$ cat src/rtl/mem_bus_ctrl_pkg.sv
// mem_bus_ctrl_pkg: memory op codes and access-size decode shared by the MEM-stage bus controller.
package mem_bus_ctrl_pkg;
   localparam logic [3:0] MEM_OP_NONE = 4'd0;
   localparam logic [3:0] MEM_OP_LB   = 4'd1;
   localparam logic [3:0] MEM_OP_LBU  = 4'd2;
   localparam logic [3:0] MEM_OP_LH   = 4'd3;
   localparam logic [3:0] MEM_OP_LHU  = 4'd4;
   localparam logic [3:0] MEM_OP_LW   = 4'd5;
   localparam logic [3:0] MEM_OP_SB   = 4'd6;
   localparam logic [3:0] MEM_OP_SH   = 4'd7;
   localparam logic [3:0] MEM_OP_SW   = 4'd8;
   typedef enum logic [1:0] {SZ_B, SZ_H, SZ_W} size_t;
   function automatic size_t op_size(input logic [3:0] op);
      return (op == MEM_OP_LB || op == MEM_OP_LBU || op == MEM_OP_SB) ? SZ_B :
             (op == MEM_OP_LH || op == MEM_OP_LHU || op == MEM_OP_SH) ? SZ_H : SZ_W;
   endfunction
endpackage

$ cat src/rtl/mem_bus_ctrl_align.sv
// mem_align: lane select/replication, misalignment detection and big-endian load extract/extend.
module mem_align
   import mem_bus_ctrl_pkg::*;
(
   input  logic [3:0]  op,
   input  logic [1:0]  off,
   input  logic [31:0] sdata,
   input  logic [31:0] rdata,
   output logic        valid,
   output logic        we,
   output logic        mis,
   output logic [3:0]  sel,
   output logic [31:0] wdata,
   output logic [31:0] ldata
);
   size_t       sz;
   logic        sext;
   logic [31:0] rs;
   logic [15:0] h;
   always_comb begin
      valid = op >= MEM_OP_LB && op <= MEM_OP_SW;
      we    = op >= MEM_OP_SB && op <= MEM_OP_SW;
      sz    = op_size(op);
      sext  = op == MEM_OP_LB || op == MEM_OP_LH;
      mis   = valid && (sz == SZ_H ? off[0] : sz == SZ_W ? off != 2'd0 : 1'b0);
      sel   = sz == SZ_B ? 4'b1000 >> off : sz == SZ_H ? (off[1] ? 4'b0011 : 4'b1100) : 4'b1111;
      wdata = sz == SZ_B ? {4{sdata[7:0]}} : sz == SZ_H ? {2{sdata[15:0]}} : sdata;
      // byte offset 0 lives in the top lane, so shift right by (3 - off) bytes
      rs    = rdata >> {~off, 3'b000};
      h     = off[1] ? rdata[15:0] : rdata[31:16];
      ldata = sz == SZ_B ? {{24{sext & rs[7]}}, rs[7:0]} :
              sz == SZ_H ? {{16{sext & h[15]}}, h} : rdata;
   end
endmodule

$ cat src/rtl/mem_bus_ctrl.sv
// mem_bus_ctrl: MEM-stage req/ack data-bus controller with stall, extension, misalign and timeout.
module mem_bus_ctrl
   import mem_bus_ctrl_pkg::*;
#(
   parameter int MAX_WAIT = 15
) (
   input  logic        clk,
   input  logic        rst,
   input  logic [3:0]  mem_op_i,
   input  logic [31:0] mem_addr_i,
   input  logic [31:0] mem_sdata_i,
   input  logic        flush_i,
   output logic        bus_req_o,
   output logic        bus_we_o,
   output logic [31:0] bus_addr_o,
   output logic [3:0]  bus_sel_o,
   output logic [31:0] bus_wdata_o,
   input  logic        bus_ack_i,
   input  logic [31:0] bus_rdata_i,
   output logic        stallreq_o,
   output logic        done_o,
   output logic [31:0] ldata_o,
   output logic        adel_o,
   output logic        ades_o,
   output logic        buserr_o
);
   typedef enum logic [1:0] {IDLE, BUS, DONE} state_t;
   state_t      state, state_n;
   logic [3:0]  op_q;
   logic [1:0]  off_q;
   logic [7:0]  cnt;
   logic        cancel, cancel_n, idle, start, timeout, fin;
   logic        valid, we, mis;
   logic [3:0]  sel;
   logic [31:0] wdata, ext;
   assign idle = state == IDLE;
   // outside IDLE the aligner decodes the latched op so ack capture ignores changed inputs
   mem_align u_align (
      .op    (idle ? mem_op_i : op_q),
      .off   (idle ? mem_addr_i[1:0] : off_q),
      .sdata (mem_sdata_i),
      .rdata (bus_rdata_i),
      .valid (valid),
      .we    (we),
      .mis   (mis),
      .sel   (sel),
      .wdata (wdata),
      .ldata (ext)
   );
   always_comb begin
      start      = idle && valid && !mis && !flush_i;
      cancel_n   = cancel || flush_i;
      timeout    = !bus_ack_i && cnt == 8'(MAX_WAIT - 1);
      fin        = state == BUS && (bus_ack_i || timeout);
      state_n    = idle ? (start ? BUS : IDLE) :
                   state == BUS ? (fin ? (cancel_n ? IDLE : DONE) : BUS) : IDLE;
      stallreq_o = start || state == BUS;
      done_o     = state == DONE && !flush_i;
      adel_o     = idle && mis && !we;
      ades_o     = idle && mis && we;
   end
   always_ff @(posedge clk) begin
      if (rst) begin
         state       <= IDLE;
         bus_req_o   <= 1'b0;
         bus_we_o    <= 1'b0;
         bus_addr_o  <= '0;
         bus_sel_o   <= '0;
         bus_wdata_o <= '0;
         ldata_o     <= '0;
         buserr_o    <= 1'b0;
         cancel      <= 1'b0;
         cnt         <= '0;
         op_q        <= '0;
         off_q       <= '0;
      end else begin
         state    <= state_n;
         buserr_o <= 1'b0;
         if (idle) begin
            cnt    <= '0;
            cancel <= 1'b0;
         end
         if (start) begin
            bus_req_o   <= 1'b1;
            bus_we_o    <= we;
            bus_addr_o  <= {mem_addr_i[31:2], 2'b00};
            bus_sel_o   <= sel;
            bus_wdata_o <= wdata;
            op_q        <= mem_op_i;
            off_q       <= mem_addr_i[1:0];
         end
         if (state == BUS) begin
            cnt    <= cnt + 8'd1;
            cancel <= cancel_n;
         end
         if (fin) bus_req_o <= 1'b0;
         if (fin && !cancel_n) begin
            ldata_o  <= bus_ack_i ? ext : '0;
            buserr_o <= timeout;
         end
      end
   end
endmodule

$ cat config.mk
export PLATFORM = sky130hd
export DESIGN_NAME = mem_bus_ctrl
export DESIGN_NICKNAME = d
export VERILOG_FILES = /design/src/rtl/mem_bus_ctrl_pkg.sv /design/src/rtl/mem_bus_ctrl_align.sv /design/src/rtl/mem_bus_ctrl.sv
export SDC_FILE = /design/constraint.sdc
export NUM_CORES = 1
export LEC_CHECK = 0
export BUFFER_PORTS_ARGS = -buffer_cell sky130_fd_sc_hd__buf_2
export CAP_MARGIN = 5
export CORE_MARGIN = 2
export CORE_UTILIZATION = 36
export CTS_BUF_LIST = sky130_fd_sc_hd__clkbuf_16
export CTS_CLUSTER_SIZE = 25
export DETAILED_ROUTE_END_ITERATION = 12
export SLEW_MARGIN = 0
export SYNTH_ARGS = -nofsm -noshare
export SYNTH_HDL_FRONTEND = slang
export SYNTH_SLANG_ARGS = --single-unit
export TNS_END_PERCENT = 20
$ cat constraint.sdc
create_clock -name clk -period 3.14 [get_ports clk]
set_clock_uncertainty 0.2 [all_clocks]
set_input_delay 0.471 -clock clk [delete_from_list [all_inputs] [get_ports clk]]
set_output_delay 0.471 -clock clk [all_outputs]
set_load 0.01 [all_outputs]
==> summary.md, run 1 <==
| Metric | Value |
|---|---|
| Top cell type's share of synthesized area | 45.4% |
| Chip width | ~120 um |
| Via density | 5.05 |
| CP max FO | 17 |
| RSZ-0062 raised after global routing | no |
| Endpoints failing hold | 0 |
| Number of diodes | 0 |
| Crit path max-delay cell type | dfxtp_2 |
| Measured slew at the worst slew-check pin | 822 ps |
| Fillers | 1461 |
| Number of synthesized flops with an enable pin | 0 |
| Routability cong. | between 0.8 and 0.9 |
| Initial Util | a little under two fifths |
| Layout cells sized above 1 | 29.9% |
| Main synth FF type | dfxtp_1 |
| Num CTS Buffers | 17 |
| P_leak | 3.21 nW |
| Synth Cell Area | 0.00520 mm^2 |
| Drt total wl | 16.3 mm |
| DRT iter0 DRCs | 268 |
| Synth cell count leaders | nand2_1, dfxtp_1, nor2_1 |
| Fmax | 340 MHz |
| Crit path time final | just under 3000 ps |
| Count of final setup violators | 0 |
| Tcrit/Tclk final | 93.7% |
| Max-slew headroom | between 40% and 50% |
| CP Class | reg -> out |
| Largest area contributor in the netlist | dfxtp_1 |
| Drc violations | 0 |
| Count of cell types in the netlist | 56 |
| GR Util All Layers | 21.0% |
| Die ar. | 0.0154 mm^2 |
| Largest cells by area after synthesis | dfxtp_1, nand2_1, a21oi_1, nor2_1, mux2i_1 |
| Core footprint | around 0.014 mm^2 |
| Seq cells post-synth | 118 |
| Clk sink count | between 100 and 150 |
| Pwr/cell area | 571 mW/mm^2 |
| Port buffer count | approximately 210 |
| First drt pass iteration count | 5 |
| Util after Layout | 49.7% |
| Count leader, synth | nand2_1 |
| Final-stage net count | about 970 |
| Vias in the first global route | 4930 |
| Status | finished clean |
| Hold crit path type | in -> reg |
| CP arrival | 2270 ps |
| Clock transition at the registers of the reported paths | roughly 50 ps |
| Setup TNS | 0 ps |
| Ys Warns | 0 |
| Worst Path Required | 2470 ps |
| CP Cell Sequence | or2_4 > a32o_1 > nand3_1 > a311o_2 > nand2_1 > buf_2 |
| CP max stage delay | 520 ps |
| CTS H-tree depth | 4 |
| Routed WL per cell | approximately 16 um |
| Share of flip-flops with an asynchronous set or reset | 0% |
| Die Span Y | 124 um |
| Synth-to-layout area growth | 33.8% |
| Overall via count from detail_route | 5308 |
| Worst Setup Slack, final | 197 ps |
| Grt total ovfl | 0 |
| IO Count | 211 |
| Placed Area | 0.00642 mm^2 |
| Maximum VDD drop | about 0.00033 V |
| Worst setup EP type | output pin |
| TritonCTS clock tree | yes |
| Rows | 43 |
| CP Launch Type | flip-flop |
| Longest Clk Path Bufs | 2 |
| HPWL after detailed placement | 11.8 mm |
| Largest net degree at the start of global routing | 75 |
| First-pass GRT wire length | approximately 25 mm |
| Setup WS pre-CTS | 243 ps |
| Post-layout instance area | 0.00696 mm^2 |
| Final number of max-transition violations | 0 |
| Initial antenna violation count | 1 |
| Final ANT Viol Nets | 0 |
| Post CTS Setup Buffer Count | 0 |
| CTS root buffer | clkbuf_16 |
| Sequential share of the synthesized area | 45.4% |
| Max-cap violation count | 0 |
| Gate Count Post-Synth | 662 |
| Syn avg cell area | 7.85 um^2 |
| Worst-Skew Late Latency | 410 ps |
==> flip-flops by register name (all words and copies together), names as in the netlist <==
signal,flops
op_q,4
state,2
cnt,8
ldata_o,32
off_q,2
bus_sel_o,4
bus_wdata_o,32
bus_req_o,1
cancel,1
buserr_o,1
bus_we_o,1
bus_addr_o,30
==> area by class of cell <==
cell class,instances,area [um^2],share of cell area (%)
clock buffer,17,425,6.11
clock inverter,15,85.1,1.22
inverter,5,18.8,0.270
multi-input combinational,493,2650,38.1
sequential,118,2360,34.0
tap,180,225,3.24
timing repair buffer,224,1190,17.0
==> timing repair <==
action                                  in CTS  in global routing
resized for setup                            3                  6
hold buffers                                 0                  0
endpoints found under the setup margin       1                  3
endpoints found under the hold margin        0                  0
==> metal layers <==
layer | part of all wire [%] | global-route usage (%)
met2 | 46 | 33.7
met3 | 8.7 | 7.60
met1 | 43 | 25.5
met4 | 2.2 | 8.78
met5 | 0.10 | 0
==> power breakdown <==
part | internal, W | switching [W]
Clock | 0.00104 | 0.000641
Combinational | 0.000265 | 0.000414
Sequential | 0.00157 | 0.0000380
==> worst paths after layout <==
kind / startpoint / to / slack (ps) / depth (start not counted)
worst max-delay path: state[1] / stallreq_o / 200 / 6
worst min register to register: ldata_o[22] / ldata_o[22] / 240 / 2
worst min-delay path: mem_addr_i[25] / bus_addr_o[25] / 90 / 3
worst max register to register: state[1] / ldata_o[16] / 360 / 7
==> logic make-up after synthesis <==
group,count (synthesis),synth area share (%)
buffers and inverters,52,4.77
xor gates and xnor gates,7,1.18
DFF,118,45.4
other,1,0.0721
and+or+nand+nor,301,23.9
adders and majority gates,2,0.481
AOI/OAI and AO/OA,156,19.3
muxes,25,4.84
==> worst max-delay path, delay by kind of cell (launching register included) <==
kind | cells | cell delay, ps
buf+inv | 1 | 140
flops | 1 | 520
simple gates | 3 | 520
compound gates | 2 | 680
==> through the flow <==
stage / cells / total power [W] / hold WS (ps)
2_1_floorplan: 663 / 0.00204 / 237
3_3_place_gp: 1020 / 0.00231 / 230
3_5_place_dp: 1020 / 0.00231 / 236
4_1_cts: 1052 / 0.00402 / 76.2
5_1_grt: 1052 / 0.00417 / 84.0
6_report: 1052 / 0.00397 / 92.7
==> layout by cell type, fill, tap and decap left out, types with 13 or more instances in the layout <==
cell type / n
nand2_1: 176
o21ai_0: 15
clkbuf_16: 17
dfxtp_1: 116
buf_2: 208
inv_1: 13
buf_4: 14
a21oi_1: 65
nand3_1: 20
nor2_1: 69
mux2i_1: 24
Note: power is estimated with default switching activity, not from simulation.
==> run 2, diff against run 1 <==
- BUFFER_PORTS_ARGS: -buffer_cell sky130_fd_sc_hd__buf_2 -> -buffer_cell sky130_fd_sc_hd__clkbuf_2
- CAP_MARGIN: 5 -> 20
==> summary.md, run 2 (synthesis gave the netlist of run 1 again) <==
| Metric | Value |
|---|---|
| Status | finished clean |
| Worst setup EP type | output pin |
| Final number of max-transition violations | 0 |
| Post CTS Setup Buffer Count | 0 |
| CP Class | reg -> out |
| Clock transition at the registers of the reported paths | 50 ps |
| Worst Setup Slack, final | 134 ps |
| Commonest non-fill, non-tap cell in the layout | clkbuf_2 |
| Final ANT Viol Nets | 0 |
| Max-cap violation count | 0 |
| Pwr/cell area | 604 mW/mm^2 |
| Crit path time final | 3010 ps |
| Grt total ovfl | 0 |
| Most frequent cells in the layout | clkbuf_2, nand2_1, dfxtp_1, nor2_1, a21oi_1 |
| Max-slew headroom | 46.4% |
| Reg area | between 0.002 and 0.0025 mm^2 |
| Maximum VDD drop | 0.000337 V |
| First drt pass iteration count | 5 |
| Fmax | approximately 330 MHz |
| IO Count | 211 |
| Port buffer count | ~210 |
| Hold crit path type | in -> reg |
| Longest Clk Path Bufs | 2 |
| Routed WL per cell | roughly 15 um |
| Final-stage net count | 967 |
| Synth-to-layout area growth | 35.5% |
| Via density | 5.01 |
| Setup TNS | 0 ps |
| Initial antenna violation count | 0 |
| RSZ-0062 raised after global routing | yes |
| P_leak | 3.16 nW |
| TritonCTS clock tree | yes |
| Largest net degree at the start of global routing | 75 |
| Die ar. | 0.0154 mm^2 |
| Routability cong. | 0.858 |
| Multi-input logic area | 0.00263 mm^2 |
| CTS root buffer | clkbuf_16 |
| Setup WS pre-CTS | 268 ps |
| HPWL after detailed placement | approximately 12 mm |
| Num CTS Buffers | 17 |
| CP max FO | 15 |
| Fillers | between 1000 and 1500 |
| Clk sink count | roughly 120 |
| Vias in the first global route | 4771 |
| Layout cells sized above 1 | 30.2% |
| Core footprint | 0.0140 mm^2 |
| Top flop regs | bus_wdata_o x32, ldata_o x32, bus_addr_o x30 |
| Overall via count from detail_route | 5284 |
| Worst Path Required | 2470 ps |
| Tcrit/Tclk final | a little over nine tenths |
| CP arrival | 2330 ps |
| Drc violations | 0 |
| Rows | 43 |
| Chip width | 124 um |
| DRT iter0 DRCs | 290 |
| Initial Util | between 30% and 40% |
| GR Util All Layers | 20.9% |
| CP Launch Type | flip-flop |
| Die Span Y | 124 um |
| Worst-Skew Late Latency | 420 ps |
| Number of diodes | 0 |
| Count of final setup violators | 0 |
| First-pass GRT wire length | about 24 mm |
| Drt total wl | 16.0 mm |
| CTS H-tree depth | 4 |
| Measured slew at the worst slew-check pin | 804 ps |
| Endpoints failing hold | 0 |
## run 2: cell types whose count changed in the layout (fill, tap and decap cells not counted), sizes merged
cell / change
clkinv: +3
clkinvlp: +1
buf: -206
inv: -7
clkbuf: +208
bufinv: +3
## run 2: path summary, 6_finish.rpt
check | start | end | slack, ps | cells past startpoint
min reg2reg | ldata_o[26] | ldata_o[26] | 240 | 2
max reg2reg | state[0] | ldata_o[17] | 360 | 7
max | state[0] | stallreq_o | 130 | 6
min | mem_addr_i[7] | bus_addr_o[7] | 70 | 3
## run 2: through the flow
| step | utilization [%] | total power [W] | hold slack (ps) | cell area [um^2] | instances |
|---|---|---|---|---|---|
| final | 50.3 | 0.00425 | 69.4 | 7040 | 1054 |
| after global routing | 50.3 | 0.00444 | 56.7 | 7040 | 1054 |
| after CTS | 50.3 | 0.00430 | 48.0 | 7040 | 1054 |
| after detailed placement | 46.0 | 0.00232 | 238 | 6440 | 1022 |
| after global placement | 46.0 | 0.00232 | 232 | 6440 | 1022 |
| after floorplan | - | 0.00204 | 237 | 5200 | 663 |
## run 2: final cells by class
type | count | area share [%]
multi-input combinational | 493 | 37.3
clock inverter | 15 | 2.38
timing repair buffer | 226 | 17.2
sequential | 118 | 33.6
inverter | 5 | 0.267
tap | 180 | 3.20
clock buffer | 17 | 6.04
## run 2: routing by layer
metal | vias up | wire [um] | GRT usage (%)
met5 | - | 0 | 0
met4 | 0 | 341 | 9.97
met3 | 25 | 1500 | 7.60
met2 | 197 | 7330 | 33.7
met1 | 2393 | 6810 | 24.6
li1 | 2669 | - | -
## run 2: what timing repair did
action | 4_1_cts | 5_1_grt
endpoints found under the setup margin | 2 | 2
endpoints found under the hold margin | 0 | 0
resized for setup | 3 | 1
hold buffers | 0 | 0
## run 2: where the power goes
part	total [W]	leakage (nW)	switching (W)	internal, W
clock	0.00196	0.290	0.000665	0.00130
combinational	0.000681	1.91	0.000412	0.000270
sequential	0.00161	0.957	0.0000398	0.00157
total	0.00425	3.16	0.00112	0.00314
## run 2: critical path: stages, from the launching register on
cell and delay, ps:
dfxtp_2 390, or2_1 330, a21oi_2 280, nand3_1 220, a311o_2 450, nand2_1 100, clkbuf_2 140
==> run 3, diff against run 2 <==
- CORE_MARGIN: 2 -> 4
- PLACE_DENSITY_LB_ADDON: not set -> 0.05
==> summary.md, run 3 (synthesis gave the netlist of run 1 again) <==
| Metric | Value |
|---|---|
| Measured slew at the worst slew-check pin | between 800 and 900 ps |
| Worst r2r dst | ldata_o[17] |
| CP arrival | 2320 ps |
| Core footprint | 0.0140 mm^2 |
| Setup TNS | 0 ps |
| Fillers | 1441 |
| Clock transition at the registers of the reported paths | 60 ps |
| Most frequent cells in the layout | clkbuf_2, nand2_1, dfxtp_1, nor2_1, a21oi_1 |
| Max-cap violation count | 0 |
| Port buffer count | 208 |
| Worst Path Required | 2470 ps |
| Worst R2R Setup Slack | 490 ps |
| Num CTS Buffers | 17 |
| R2R depth | 6 |
| First drt pass iteration count | 5 |
| Longest Clk Path Bufs | 2 |
| Number of diodes | 0 |
| Maximum VDD drop | 0.000503 V |
| Endpoints failing hold | 0 |
| Crit path time final | around 3000 ps |
| GR Util All Layers | 20.2% |
| Fmax | 334 MHz |
| Hold path depth | 3 |
| Final ANT Viol Nets | 0 |
| Final number of max-transition violations | 0 |
| CP Class | reg -> out |
| Largest net degree at the start of global routing | 75 |
| Drt total wl | between 15 and 20 mm |
| Initial antenna violation count | 0 |
| Max-slew headroom | 45.5% |
| P_leak | 3.13 nW |
| Top flop regs | bus_wdata_o x32, ldata_o x32, bus_addr_o x30 |
| Routability cong. | between 0.8 and 0.9 |
| Hold Path End | bus_addr_o[29] |
| Commonest non-fill, non-tap cell in the layout | clkbuf_2 |
| Worst Min Path Start | mem_addr_i[29] |
| Critical R2R Launch | state[0] |
| Placed cells | 1020 |
| Vias in the first global route | 5076 |
| Worst setup EP type | output pin |
| Routed WL per cell | 16.2 um |
| Finished Layout Cells | 1052 |
| HPWL after detailed placement | roughly 12 mm |
| Worst-Skew Late Latency | around 420 ps |
| Die Span Y | 128 um |
| Via density | 5.10 |
| DRT iter0 DRCs | 352 |
| Grt total ovfl | 0 |
| Chip width | 128 um |
| Hold crit path type | in -> reg |
| Synth-to-layout area growth | 34.4% |
| Tcrit/Tclk final | a little over nine tenths |
| CTS root buffer | clkbuf_16 |
| First-pass GRT wire length | 26.1 mm |
| Final-stage net count | 965 |
| RSZ-0062 raised after global routing | no |
| Layout cells sized above 1 | between 30% and 40% |
| Count of final setup violators | 0 |
| Pwr/cell area | 593 mW/mm^2 |
| Die ar. | 0.0164 mm^2 |
| CP Launch Type | flip-flop |
| CTS H-tree depth | 4 |
| Overall via count from detail_route | between 5000 and 6000 |
| Status | finished clean |
| TritonCTS clock tree | yes |
| Clk sink count | 118 |
| CP max FO | 15 |
| Rows | 43 |
| Initial Util | 37.2% |
| IO Count | 211 |
| Drc violations | 0 |
-- run 3: what timing repair did --
action	in CTS	in global routing
resized for setup	3	3
cloned	0	0
buffers inserted	0	0
hold endpoints to repair	0	0
hold buffers	0	0
endpoints found under the setup margin	1	1
-- run 3: critical path, stage by stage, from the launching register on --
cell      delay, ps
dfxtp_2         390
or2_4           300
a21oi_1         250
nand3_1         210
a311o_2         530
nand2_1          90
clkbuf_2        130
-- run 3: routing by layer --
| layer | share of wire [%] | GRT usage (%) |
|---|---|---|
| met1 | 44 | 25.7 |
| met2 | 47 | 31.9 |
| met3 | 7.1 | 5.46 |
| met4 | 2.2 | 9.80 |
| met5 | 0 | 0 |
-- run 3: power breakdown --
| part | internal (W) | total (W) | switching, W |
|---|---|---|---|
| combinational | 0.000262 | 0.000679 | 0.000417 |
| clock | 0.00115 | 0.00186 | 0.000705 |
| sequential | 0.00157 | 0.00161 | 0.0000434 |
-- run 3: worst max path at each step --
stage                     depth (start not counted)         from  slack, ps           end
after global routing                              6     state[0]          8    stallreq_o
after floorplan                                   8  mem_op_i[3]        360    stallreq_o
after global placement                            7  mem_op_i[3]        360    stallreq_o
after CTS                                         6     state[1]         70    stallreq_o
final                                             6     state[0]        150    stallreq_o
after detailed placement                          7     state[1]        310  bus_sel_o[2]
-- run 3: layout make-up --
type / instances / area [um^2] / share of cell area, %
tap: 180 / 225 / 3.22
clock inverter: 15 / 140 / 2.01
inverter: 5 / 18.8 / 0.269
multi-input combinational: 493 / 2630 / 37.6
sequential: 118 / 2370 / 33.9
timing repair buffer: 224 / 1190 / 17.0
clock buffer: 17 / 425 / 6.09
-- run 3: per-stage QoR --
| stage | util, % | instance area (um^2) | power, W | setup slack, ps | hold slack (ps) |
|---|---|---|---|---|---|
| detailed placement | 45.8 | 6410 | 0.00232 | 312 | 240 |
| global placement | 45.8 | 6410 | 0.00231 | 365 | 235 |
| global route | 50.0 | 6990 | 0.00435 | 8.40 | 56.7 |
| CTS | 49.9 | 6980 | 0.00419 | 68.9 | 52.8 |
| floorplan | - | 5200 | 0.00204 | 362 | 237 |
| finish | 50.0 | 6990 | 0.00415 | 147 | 70.7 |
